`src/rtl/instr_fetch_ctrl.sv`:
```
// Instruction fetch controller: owns the instruction SRAM port, loads programs
// from the host and streams sequential fetches to the core through a
// 2-entry output buffer with branch redirect.
module instr_fetch_ctrl #(
  parameter int ADDR_W = 5,
  parameter int DATA_W = 32,
  parameter int DEPTH  = 32
) (
  input  logic              clk,
  input  logic              rst,
  input  logic              load_en,
  input  logic              load_valid,
  output logic              load_ready,
  input  logic [DATA_W-1:0] load_data,
  input  logic              load_last,
  input  logic              start,
  output logic [ADDR_W:0]   prog_len,
  output logic              busy,
  output logic              done,
  output logic              instr_valid,
  input  logic              instr_ready,
  output logic [DATA_W-1:0] instr,
  output logic [ADDR_W-1:0] instr_pc,
  input  logic              branch_valid,
  input  logic [ADDR_W-1:0] branch_addr,
  output logic              sram_ceb,
  output logic              sram_web,
  output logic [ADDR_W-1:0] sram_a,
  output logic [DATA_W-1:0] sram_d,
  input  logic [DATA_W-1:0] sram_q
);

  typedef enum logic [1:0] {S_IDLE, S_LOAD, S_RUN} state_t;

  state_t            state_q, state_d;
  logic [ADDR_W-1:0] wr_ptr_q, wr_ptr_d;
  logic [ADDR_W:0]   prog_len_q, prog_len_d;
  logic [ADDR_W:0]   pc_q, pc_d;
  logic [DATA_W-1:0] buf_data_q [2];
  logic [DATA_W-1:0] buf_data_d [2];
  logic [ADDR_W-1:0] buf_pc_q [2];
  logic [ADDR_W-1:0] buf_pc_d [2];
  logic [1:0]        count_q, count_d;
  logic              inflight_q, inflight_d;
  logic [ADDR_W-1:0] inflight_pc_q, inflight_pc_d;
  logic              done_q, done_d;

  logic              wr_en, rd_en, pop, run_end;
  logic [2:0]        occ;
  logic [1:0]        cnt;

  assign pop     = instr_valid & instr_ready;
  // Occupancy the buffer would have next cycle if nothing new were issued.
  assign occ     = {1'b0, count_q} + {2'b0, inflight_q} - {2'b0, pop};
  assign wr_en   = (state_q == S_LOAD) & load_valid;
  assign rd_en   = (state_q == S_RUN) & (pc_q < prog_len_q) & (occ < 3'd2) & ~branch_valid;
  assign run_end = (state_q == S_RUN) & (pc_q >= prog_len_q) & (count_q == 2'd0) & ~inflight_q;

  // SRAM port decode from registered state (write and read are mutually exclusive by state).
  always_comb begin
    sram_ceb = ~(wr_en | rd_en);
    sram_web = ~wr_en;
    sram_a   = '0;
    sram_d   = '0;
    if (wr_en) begin
      sram_a = wr_ptr_q;
      sram_d = load_data;
    end else if (rd_en) begin
      sram_a = pc_q[ADDR_W-1:0];
    end
  end

  assign load_ready  = (state_q == S_LOAD);
  assign busy        = (state_q != S_IDLE);
  assign done        = done_q;
  assign prog_len    = prog_len_q;
  assign instr_valid = (count_q != 2'd0);
  assign instr       = buf_data_q[0];
  assign instr_pc    = buf_pc_q[0];

  // Next-state logic for the controller, buffer and fetch pointer.
  always_comb begin
    state_d       = state_q;
    wr_ptr_d      = wr_ptr_q;
    prog_len_d    = prog_len_q;
    pc_d          = pc_q;
    buf_data_d    = buf_data_q;
    buf_pc_d      = buf_pc_q;
    count_d       = count_q;
    inflight_d    = inflight_q;
    inflight_pc_d = inflight_pc_q;
    done_d        = 1'b0;
    cnt           = count_q;
    case (state_q)
      S_IDLE: begin
        if (load_en) begin
          state_d  = S_LOAD;
          wr_ptr_d = '0;
        end else if (start) begin
          if (prog_len_q != '0) begin
            state_d    = S_RUN;
            pc_d       = '0;
            count_d    = '0;
            inflight_d = 1'b0;
          end else begin
            done_d = 1'b1;
          end
        end
      end
      S_LOAD: begin
        if (wr_en) begin
          wr_ptr_d = wr_ptr_q + ADDR_W'(1);
          if (load_last || (wr_ptr_q == ADDR_W'(DEPTH - 1))) begin
            prog_len_d = {1'b0, wr_ptr_q} + (ADDR_W+1)'(1);
            state_d    = S_IDLE;
          end
        end
      end
      S_RUN: begin
        if (run_end) begin
          state_d = S_IDLE;
          done_d  = 1'b1;
        end else if (branch_valid) begin
          count_d    = '0;
          inflight_d = 1'b0;
          pc_d       = {1'b0, branch_addr};
        end else begin
          // Pop shifts the tail to the head first; the returning read then
          // lands in the first free slot, so pop+push in one cycle is seamless.
          if (pop) begin
            buf_data_d[0] = buf_data_q[1];
            buf_pc_d[0]   = buf_pc_q[1];
            cnt           = count_q - 2'd1;
          end
          if (inflight_q) begin
            buf_data_d[cnt[0]] = sram_q;
            buf_pc_d[cnt[0]]   = inflight_pc_q;
            cnt                = cnt + 2'd1;
          end
          count_d       = cnt;
          inflight_d    = rd_en;
          inflight_pc_d = pc_q[ADDR_W-1:0];
          if (rd_en) pc_d = pc_q + (ADDR_W+1)'(1);
        end
      end
      default: state_d = S_IDLE;
    endcase
  end

  // State registers with asynchronous reset.
  always_ff @(posedge clk or posedge rst) begin
    if (rst) begin
      state_q       <= S_IDLE;
      wr_ptr_q      <= '0;
      prog_len_q    <= '0;
      pc_q          <= '0;
      for (int unsigned i = 0; i < 2; i++) begin
        buf_data_q[i] <= '0;
        buf_pc_q[i]   <= '0;
      end
      count_q       <= '0;
      inflight_q    <= 1'b0;
      inflight_pc_q <= '0;
      done_q        <= 1'b0;
    end else begin
      state_q       <= state_d;
      wr_ptr_q      <= wr_ptr_d;
      prog_len_q    <= prog_len_d;
      pc_q          <= pc_d;
      buf_data_q    <= buf_data_d;
      buf_pc_q      <= buf_pc_d;
      count_q       <= count_d;
      inflight_q    <= inflight_d;
      inflight_pc_q <= inflight_pc_d;
      done_q        <= done_d;
    end
  end

endmodule

```
`config.mk`:
```
export PLATFORM = sky130hd
export DESIGN_NAME = instr_fetch_ctrl
export DESIGN_NICKNAME = d
export VERILOG_FILES = /design/src/rtl/instr_fetch_ctrl.sv
export SDC_FILE = /design/constraint.sdc
export NUM_CORES = 1
export LEC_CHECK = 0
export BUFFER_PORTS_ARGS = -buffer_cell sky130_fd_sc_hd__buf_4
export CAP_MARGIN = 20
export CORE_MARGIN = 1.5
export CORE_UTILIZATION = 56
export DETAILED_ROUTE_END_ITERATION = 7
export GPL_TIMING_DRIVEN = 0
export PLACE_DENSITY = 0.85
export SLEW_MARGIN = 10
export SYNTH_ARGS = -nofsm -noshare
export SYNTH_HDL_FRONTEND = slang
export SYNTH_SLANG_ARGS = --single-unit
```
`constraint.sdc`:
```
create_clock -name clk -period 5.05 [get_ports clk]
set_input_delay 0.2525 -clock clk [delete_from_list [all_inputs] [get_ports clk]]
set_output_delay 0.2525 -clock clk [all_outputs]
set_load 0.01 [all_outputs]
```
==> results of run 1 <==
layout by cell type, fill, tap and decap left out, types with 3 or more instances in the layout:
| cell type | count |
|---|---|
| o31ai_1 | 3 |
| mux2_2 | 49 |
| clkinv_4 | 3 |
| a22o_1 | 8 |
| nand2b_1 | 5 |
| a2bb2oi_2 | 10 |
| a2bb2oi_1 | 27 |
| ha_1 | 10 |
| nor2b_1 | 5 |
| xnor2_1 | 6 |
| clkbuf_1 | 18 |
| a21oi_1 | 10 |
| clkbuf_8 | 9 |
| mux2i_1 | 5 |
| o22ai_1 | 36 |
| dfrtp_1 | 102 |
| o21ai_0 | 10 |
| and3_1 | 37 |
| nor2_1 | 19 |
| nand3_1 | 3 |
| buf_2 | 10 |
| buf_4 | 198 |
| nand2_1 | 17 |
| inv_1 | 14 |
worst max-delay path by stage:
stage | startpoint | to | slack (ns) | depth (start not counted)
after global placement | rst | instr[17]$_DFFE_PP0P_ | 1.02 | 2
final | count_q[0]$_DFFE_PP0P_ | sram_a[4] | 1.26 | 13
after floorplan | count_q[0]$_DFFE_PP0P_ | pc_q[1]$_DFFE_PP0P_ | 2.07 | 12
after detailed placement | count_q[0]$_DFFE_PP0P_ | pc_q[1]$_DFFE_PP0P_ | 1.72 | 12
after global routing | count_q[0]$_DFFE_PP0P_ | sram_a[3] | 0.94 | 13
after CTS | count_q[0]$_DFFE_PP0P_ | sram_a[4] | 1.27 | 13
power groups by stage:
| stage | clock [mW] | combinational [mW] | sequential, mW |
|---|---|---|---|
| after floorplan | 0 | 0.823 | 1.14 |
| after global placement | 0 | 1.31 | 1.17 |
| final | 0.492 | 1.35 | 1.17 |
| after global routing | 0.526 | 1.46 | 1.20 |
| after CTS | 0.495 | 1.35 | 1.16 |
| after detailed placement | 0 | 1.35 | 1.18 |
what timing repair did:
item	CTS	global route
resized for setup	0	0
hold buffers	1	0
hold endpoints to repair	47	0
setup buffers	0	0
endpoints found under the setup margin	0	0
cell usage after synthesis, types with 5 or more instances:
master and count:
ha_1 10, nand2b_1 5, buf_4 37, o22ai_1 36
clkbuf_1 17, mux2i_1 5, dfrtp_1 102, o21ai_0 10
nor2_1 19, nor2b_1 5, inv_1 15, buf_2 10
a22o_1 8, nand2_1 17, a2bb2oi_1 27, a2bb2oi_2 10
mux2_2 49, xnor2_1 6, and3_1 37, a21oi_1 10
routing by layer:
layer	vias up	wire length, µm
li1	2039	-
met1	2148	5330
met2	148	6647
met3	26	593
met4	0	295
met5	-	0
cell type report:
type	instances	area [µm²]	share of cell area, %
sequential	102	2552	37.17
multi-input combinational	288	2276	33.14
timing repair buffer	163	1246	18.15
buffer	66	414.1	6.030
tap	111	138.9	2.022
clock buffer	10	127.6	1.858
inverter	15	58.81	0.8563
clock inverter	6	53.80	0.7834
kinds of logic after synthesis:
logic type,share of synthesized area (%)
AOI/OAI and AO/OA,17.24
xor gates and xnor gates,1.322
adders and majority gates,2.739
buffers and inverters,8.878
DFF,48.17
muxes,11.36
and+or+nand+nor,10.30
==> reports/metrics.yaml, run 1 <==
status: "complete, no violations"
dp.cells: 744
viasPerCell: 5.731
hold_violations: 0
row_count: 35
slowest_stage: "dfrtp_1"
drt_pre_antenna_iters: 4
place_area_um2: 6676
start_util_pct: 57.62
routed-via-count: 4361
worst_setup_path_end_kind: "output pin"
dp_hpwl_um: 9254
antenna_found_initial: 0
slew_violations: 0
hold_class: "in2reg"
grt_max_degree: 56
setup_viol: 0
finalCritPeriodShare_pct: 75.13
synthToLayoutAreaGrowth_pct: 29.61
cts_sinks: 102
power_frac_comb_pct: 44.8
holdPathEnd: "state_q[0]$_DFFE_PP0P_"
syn-cell-area_um2: 5299
clkTransAtPathRegs_ns: 0.10
p_clk_share_pct: 16.3
synth_nets: 559
crit_required_ns: 4.80
hold_start: "load_valid"
cap_violations: 0
path_max_fanout: 7
path_cells: "inv_1, ha_1, nand2b_1, clkbuf_1, xnor2_1, nand2_1, fa_1, xnor2_1, o2111a_1, nand3_1, nor2_1, a22o_1, buf_4"
insertion_delay_ns: 0.37
yosysTopAreaCell: "dfrtp_1"
grtUsageMet3_pct: 3.412
num_antenna_cells: 0
design_area_um2: 6868
seqPwrFrac_pct: 38.8
path_buf_inv: 3
synth_area_leaders: "dfrtp_1, mux2_2, buf_4"
drtIter0Drc: 159
rsz0062_at_grt: "no"
r2r_slack_ns: 1.65
critical_path.top_delay_family: "simple AND/OR/NAND/NOR gates"
dp_worst_setup_slack_ns: 1.716
grt_use_met1_pct: 32.21
power_switching_mw: 1.032
core_area_um2: 9196
stdcell_count: 761
setup_tns_ns: 0
drc: 0
finClkSkew_ns: 0.01453
ir_drop_uv: 226.4
grt_pass1_vias: 4396
cts.htree.levels: 3
p_per_area_nw_per_um2: 438.1
port_buffers: 161
crit_top_cell: "xnor2_1"
drt-total-wl_um: 12870
holdPathStages: 2
gp_congestion: 0.8806
io_pins: 163
r2r_start: "count_q[0]$_DFFE_PP0P_"
cp_slowest_stage_delay_ns: 0.45
grt_pass1_wl_um: 20660
synth_edf_count: 0
fillers: 650
drtAntennaViolNets: 0
wire_per_inst_um: 16.91
synth_top_flop_cell: "dfrtp_1"
timing.hold.ws_ns: 0.09665
max_freq_mhz: 263.6
max_slew_margin_pct: 41.79
busiest_layer: "met2"
async_reset_ff_share_pct: 100.0
overflow: 0
internal_power_mw: 1.977
use_met2_pct: 45.84
swShare_pct: 34.29
fin_util_pct: 74.68
fin_crit_ns: 3.794
power_mw: 3.009
worstSetupStartpointType: "flip-flop"
worst_pin_slew_ns: 0.8731
cts_tree: "yes"
clock-root-buffer: "clkbuf_8"
netlist_instances: 471
cts.path.max_buffers: 2
synth-seq-cells: 102
drive_above_1_share_pct: 45.08
grt_use_total_pct: 25.85
dieArea_um2: 10060
setup_ws_ns: 1.256
ys_types: 45
cts_made_buffers: 9
path_class: "reg2out"
p_leak_nw: 3.659
r2r_end: "pc_q[1]$_DFFE_PP0P_"
reg2regPathDepth: 12
fin_nets: 733
die_y_um: 100.3
cp.arrival_ns: 3.54
yosysWarningCount: 0
ys_seq_area_share_pct: 48.17
syn_avg_cell_area_um2: 11.25
chipWidth_um: 100.3
synth_top_area_share_pct: 48.17
Power figures use the tool's default switching activity.
==> run 2, diff against run 1 <==
- ABC_AREA: unset -> 1
- CORE_UTILIZATION: 56 -> 54
- PLACE_DENSITY: 0.85 -> 0.8
- clock period: 5.05 -> 3.5 ns (I/O delays scaled with it)
==> run 2 against run 1 <==
Synthesized cell count increased by 88%. Core utilization decreased by 2.7 points. Largest cell class is now multi-input gates. Flip-flop and latch count unchanged. Highest routed layer unchanged. Cell area increased by 15%. Worst setup slack got worse by 1.0 ns. Area after synthesis increased by 16%. Die area increased by 20%. Total power increased by 62%.
==> reports/metrics.yaml, run 2 <==
clock-root-buffer: "clkbuf_16"
cts_made_buffers: 9  # unchanged
grt_pass1_vias: 5937  # +35%
synth_area_leaders: "dfrtp_1, nand2_1, inv_1"
ys_seq_area_share_pct: 41.40  # -6.8 points
setup_viol: 0  # unchanged
cts_tree: "yes"
syn_avg_cell_area_um2: 6.959  # -38%
synth_top_flop_cell: "dfrtp_1"
worst_setup_path_end_kind: "output pin"
async_reset_ff_share_pct: 100.0  # unchanged
drtIter0Drc: 478  # +200%
path_max_fanout: 10  # +3
fillers: 924  # +42%
setup_ws_ns: 0.2455  # -1.010 ns
place_area_um2: 7590  # +14%
antenna_found_initial: 0  # unchanged
num_antenna_cells: 0  # unchanged
routed-via-count: 6329  # +45%
yosysWarningCount: 0  # unchanged
wire_per_inst_um: 14.19  # -16%
syn-cell-area_um2: 6166  # +16%
path_class: "reg2out"
cts_sinks: 102  # unchanged
rsz0062_at_grt: "no"
grt_max_degree: 62  # +11%
mostFrequentLayoutCell: "nand2_1"
dieArea_um2: 12070  # +20%
fin_crit_ns: 3.255
reg2regPathDepth: 17  # +5
setup_tns_ns: 0  # unchanged
gp_congestion: 0.8819  # +0.15%
io_pins: 163  # unchanged
power_frac_comb_pct: 47.0  # +2.2 points
synthToLayoutAreaGrowth_pct: 28.23
r2r_end: "pc_q[4]$_DFFE_PP0P_"
dp_worst_setup_slack_ns: 0.3781  # -1.338 ns
cts.htree.levels: 3  # unchanged
layout_common_cells: "nand2_1, buf_4, inv_1"
fin_nets: 1149  # +57%
worstSetupStartpointType: "flip-flop"
swShare_pct: 41.96  # +7.7 points
synth_nets: 974  # +74%
finalCritPeriodShare_pct: 92.99
status: "complete, no violations"
r2r_slack_ns: 0.54  # -1.11 ns
startpoint: "count_q[1]$_DFFE_PP0P_"
crit_end: "sram_a[0]"
drc: 0  # unchanged
seqCellArea_um2: 2554  # about the same
synth.most_common_cell: "nand2_1"
viasPerCell: 5.248  # -8.4%
row_count: 38  # +8.6%
stdcell_count: 1206  # +58%
p_leak_nw: 4.525  # +24%
cts.path.max_buffers: 2  # unchanged
p_per_area_nw_per_um2: 615.2  # +40%
synthTopCellsByCount: "nand2_1, inv_1, dfrtp_1, nor2_1, o21ai_0"
hold_class: "in2reg"
grt_use_total_pct: 29.50  # +3.6 points
drtAntennaViolNets: 0  # unchanged
grt_pass1_wl_um: 27860  # +35%
max_slew_margin_pct: 58.36  # +17 points
synth_top_area_share_pct: 41.40  # -6.8 points
cp.arrival_ns: 3.08  # -0.46 ns
internal_power_mw: 2.823  # +43%
ir_drop_uv: 360.0  # +59%
fin_util_pct: 71.99  # -2.7 points
power_mw: 4.864  # +62%
port_buffers: 162  # +0.62%
synth_edf_count: 0  # unchanged
finClkSkew_ns: 0.008096  # -0.006434 ns
worst_pin_slew_ns: 0.6247  # -0.2484 ns
crit_required_ns: 3.32  # -1.48 ns
clkTransAtPathRegs_ns: 0.07  # -0.03 ns
insertion_delay_ns: 0.35  # -0.02 ns
overflow: 0  # unchanged
start_util_pct: 56.14  # -1.5 points
dp.cells: 1189  # +60%
multi_input_area_um2: 2698  # +19%
slew_violations: 0  # unchanged
chipWidth_um: 109.9  # +9.6%
synth-seq-cells: 102  # unchanged
cap_violations: 0  # unchanged
design_area_um2: 7906  # +15%
r2r_start: "count_q[1]$_DFFE_PP0P_"
p_clk_share_pct: 20.6  # +4.3 points
ys_types: 27  # -40%
core_area_um2: 10980  # +19%
yosysTopAreaCell: "dfrtp_1"
hold_violations: 0  # unchanged
drt_pre_antenna_iters: 5  # +1
power_switching_mw: 2.041  # +98%
netlist_instances: 886  # +88%
postCtsSetupBuffers: 0  # unchanged
seqPwrFrac_pct: 32.4  # -6.4 points
timing.hold.ws_ns: 0.05901  # -0.03764 ns
max_freq_mhz: 307.3
dp_hpwl_um: 12270  # +33%
drive_above_1_share_pct: 23.45  # -22 points
die_y_um: 109.9  # +9.6%
drt-total-wl_um: 17110  # +33%
==> run 2: cell count changes in the layout (fill, tap and decap cells not counted), sizes merged, moves of 49 or more <==
| cell | previous run | this run |
|---|---|---|
| nand2 | 17 | 260 |
| inv | 17 | 113 |
| nor2 | 19 | 100 |
| mux2 | 49 | 0 |
| nand3 | 3 | 52 |
| nand4 | 2 | 51 |
| o21ai | 10 | 59 |
==> run 2: critical path, stage by stage, from the launching register on <==
cell and delay [ns]:
dfrtp_2 0.44, inv_1 0.09, ha_1 0.16, inv_2 0.06, nand2_1 0.10, buf_4 0.20
inv_1 0.11, nor2_1 0.10, o21ai_0 0.11, fa_1 0.41, nand2_1 0.10, nand2_1 0.05
nor2_1 0.12, nand3_1 0.16, nor2_4 0.16, inv_1 0.11, o22ai_1 0.12, buf_4 0.15
==> run 2: routing by layer <==
metal / GRT usage (%) / part of all wire (%)
met1: 39.04 / 42
met2: 49.38 / 49
met3: 4.031 / 6.6
met5: 0 / 0
met4: 10.67 / 1.9
==> run 2: what timing repair did <==
action	in CTS	in global routing
gates resized for setup	1	8
hold buffers	1	0
setup endpoints to repair	2	6
hold endpoints to repair	41	0
cloned	0	0
==> run 2: logic make-up after synthesis <==
group	Yosys count	synth area share, %
adder cells (fa/ha/maj)	11	2.354
AO/OA/AOI/OAI	102	8.584
buffers and inverters	201	15.02
AND/OR/NAND/NOR	467	32.22
flip-flops	102	41.40
XOR/XNOR	3	0.4262
==> run 2: worst min-delay path by stage <==
| stage | endpoint | slack, ns | from | depth (start not counted) |
|---|---|---|---|---|
| floorplan | done$_DFF_PP0_ | 0.31 | start | 2 |
| detailed placement | instr[0]$_DFFE_PP0P_ | 0.21 | rst | 2 |
| CTS | done$_DFF_PP0_ | 0.06 | start | 3 |
| finish | done$_DFF_PP0_ | 0.06 | start | 3 |
| global route | done$_DFF_PP0_ | 0.07 | start | 3 |
| global placement | done$_DFF_PP0_ | 0.42 | start | 3 |
==> run 2: cell type report <==
type | instances | area share [%]
buffer | 89 | 6.441
clock buffer | 11 | 2.944
clock inverter | 5 | 0.7438
inverter | 112 | 5.381
multi-input combinational | 583 | 34.12
sequential | 102 | 32.30
tap | 140 | 2.216
timing repair buffer | 164 | 15.86
==> run 2: power groups by stage <==
stage	sequential (mW)	clock, mW	combinational [mW]
after floorplan	1.55	0	1.48
final	1.58	1.00	2.28
after global routing	1.60	1.06	2.56
after global placement	1.58	0	2.19
after CTS	1.57	1.02	2.26
after detailed placement	1.59	0	2.24
==> run 3, diff against run 2 <==
- BUFFER_PORTS_ARGS: -buffer_cell sky130_fd_sc_hd__buf_4 -> -buffer_cell sky130_fd_sc_hd__buf_2
- MAX_ROUTING_LAYER: unset -> met4
- REMOVE_ABC_BUFFERS: unset -> 1
==> run 3 against run 2 <==
Register-to-register slack worse by 0.07 ns. Core utilization down 6.1 points. Sequential share of layout area increased by 3.0 points. Clock skew up 0.0014 ns. Total power decreased by 4.8%. Fmax grew 0.55%. Non-clock buffer count fell by 78. Critical endpoint unchanged. Largest power group unchanged. Highest routed layer unchanged.
==> reports/metrics.yaml, run 3 (same netlist as run 2, synthesis figures left out) <==
postCtsSetupBuffers: 0  # unchanged
synthToLayoutAreaGrowth_pct: 17.31
mostFrequentLayoutCell: "nand2_1"
crit_required_ns: 3.32  # about the same
worst_pin_slew_ns: 0.7973  # +0.1727 ns
max_slew_margin_pct: 46.66  # -12 points
top_layer_used: "met4"
cts_made_buffers: 9  # unchanged
drt_pre_antenna_iters: 6  # +1
finClkSkew_ns: 0.009516  # +0.001420 ns
drc: 0  # unchanged
design_area_um2: 7233  # -8.5%
grt_max_degree: 85  # +37%
core_area_um2: 10980  # unchanged
drive_above_1_share_pct: 21.28  # -2.2 points
cap_violations: 0  # unchanged
place_area_um2: 6917  # -8.9%
wl_met2_um: 7189  # -15%
grt_pass1_vias: 5400  # -9.0%
cts_tree: "yes"
wl_met3_um: 804  # -29%
finalCritPeriodShare_pct: 92.48  # -0.51 points
drtIter0Drc: 568  # +19%
slew_violations: 0  # unchanged
rsz0062_at_grt: "no"
setup_viol: 0  # unchanged
path_max_fanout: 37  # +27
path_cells: "inv_1, ha_1, inv_2, nand2_8, nor2_1, o21ai_0, fa_1, nand2_1, nor2_1, nand3_1, nor2_4, inv_1, o22ai_1, buf_2"
slowest_stage: "fa_1"
fin_nets: 1071  # -6.8%
gp_congestion: 0.9148  # +3.7%
status: "complete, no violations"
viasPerCell: 5.280  # +0.60%
hold_violations: 0  # unchanged
grt_pass1_wl_um: 24960  # -10%
fin_util_pct: 65.86  # -6.1 points
clock-root-buffer: "clkbuf_16"
p_per_area_nw_per_um2: 640.1  # +4.0%
worst_setup_path_end_kind: "output pin"
port_buffers: 162  # unchanged
layout_common_cells: "nand2_1, buf_2, inv_1"
wire_per_inst_um: 13.52  # -4.7%
drtAntennaViolNets: 0  # unchanged
num_antenna_cells: 0  # unchanged
overflow: 0  # unchanged
hold_class: "in2reg"
dieArea_um2: 12070  # unchanged
critical_path.top_delay_family: "simple AND/OR/NAND/NOR gates"
worstSetupStartpointType: "flip-flop"
seqCellArea_um2: 2554  # unchanged
path_buf_inv: 4  # -2
cts_sinks: 102  # unchanged
grt_use_total_pct: 26.70  # -2.8 points
dp_hpwl_um: 10080  # -18%
start_util_pct: 56.14  # unchanged
clkTransAtPathRegs_ns: 0.07  # about the same
fillers: 962  # +4.1%
multi_input_area_um2: 2726  # +1.1%
row_count: 38  # unchanged
p_leak_nw: 4.270  # -5.6%
antenna_found_initial: 0  # unchanged
ir_drop_uv: 450.1  # +25%
chipWidth_um: 109.9  # unchanged
routed-via-count: 5950  # -6.0%
cts.htree.levels: 3  # unchanged
insertion_delay_ns: 0.35  # about the same
path_class: "reg2out"
die_y_um: 109.9  # unchanged
cts.path.max_buffers: 2  # unchanged
wl_met1_um: 6959  # -3.4%
drt-total-wl_um: 15230  # -11%
cp_slowest_stage_delay_ns: 0.50  # +0.06 ns
fin_crit_ns: 3.237  # -0.01773 ns
cp.arrival_ns: 3.06  # -0.02 ns
max_freq_mhz: 308.9  # +0.55%
io_pins: 163  # unchanged
[run 3: changes by cell type in the layout (fill, tap and decap cells not counted), moves of 2 or more]
cell,previous run,this run
buf_1,9,0
buf_6,0,3
buf_16,1,6
nand2_1,260,256
clkbuf_1,26,0
buf_12,0,2
buf_2,14,162
buf_4,204,0
nand2_2,0,3
[run 3: per-stage QoR]
stage / setup slack [ns] / hold slack, ns / std cells / total power, mW / setup TNS (ns)
after global routing: 0.005698 / 0.08955 / 1127 / 4.979 / 0
after CTS: 0.02384 / 0.06994 / 1127 / 4.614 / 0
after detailed placement: 0.04639 / 0.1271 / 1111 / 3.638 / 0
after global placement: -2.295 / 0.4221 / 1099 / 3.436 / -241.11
after floorplan: -0.5017 / 0.3127 / 797 / 2.834 / -31.31
final: 0.2632 / 0.07385 / 1127 / 4.630 / 0
[run 3: cell type report]
class,instances,share of cell area (%)
Tap cell,140,2.422
Timing Repair Buffer,175,14.86
Multi-Input combinational cell,583,37.69
Clock inverter,6,0.7265
Sequential cell,102,35.31
Clock buffer,9,3.114
Inverter,112,5.881
[run 3: path summary, 6_finish.rpt]
| check | slack [ns] | start | endpoint | cells past startpoint |
|---|---|---|---|---|
| max | 0.26 | count_q[1]$_DFFE_PP0P_ | sram_a[0] | 14 |
| min | 0.07 | start | done$_DFF_PP0_ | 3 |
| max reg2reg | 0.47 | state_q[1]$_DFFE_PP0P_ | count_q[0]$_DFFE_PP0P_ | 8 |
| min reg2reg | 0.49 | instr_pc[2]$_DFFE_PP0P_ | instr_pc[2]$_DFFE_PP0P_ | 2 |
| max in group asynchronous | 2.53 | rst | instr[16]$_DFFE_PP0P_ | 4 |
| min in group asynchronous | 0.31 | rst | prog_len[3]$_DFFE_PP0P_ | 3 |
[run 3: tightest hold or removal path: stages]
cell and delay, ns:
buf_2 0.09, nand3_1 0.06, nand2_1 0.05
[run 3: timing repair]
item / 4_1_cts / 5_1_grt
resized for setup: 1 / 4
hold buffers: 1 / 0
endpoints found under the setup margin: 6 / 16
endpoints found under the hold margin: 18 / 0
[run 3: routing by layer]
metal  vias to the layer above  global-route usage, %
met5                         -                      -
met4                         0                  9.926
met3                        26                  1.660
met2                       219                  43.79
met1                      2743                  35.01
li1                       2962                      -
[run 3: where the power goes]
part           total (mW)  switching [mW]  internal (mW)  leakage, nW
clock               0.964           0.473          0.490        0.130
combinational        2.04            1.32          0.725         2.93
sequential           1.62           0.229           1.39         1.21
total                4.63            2.02           2.61         4.27
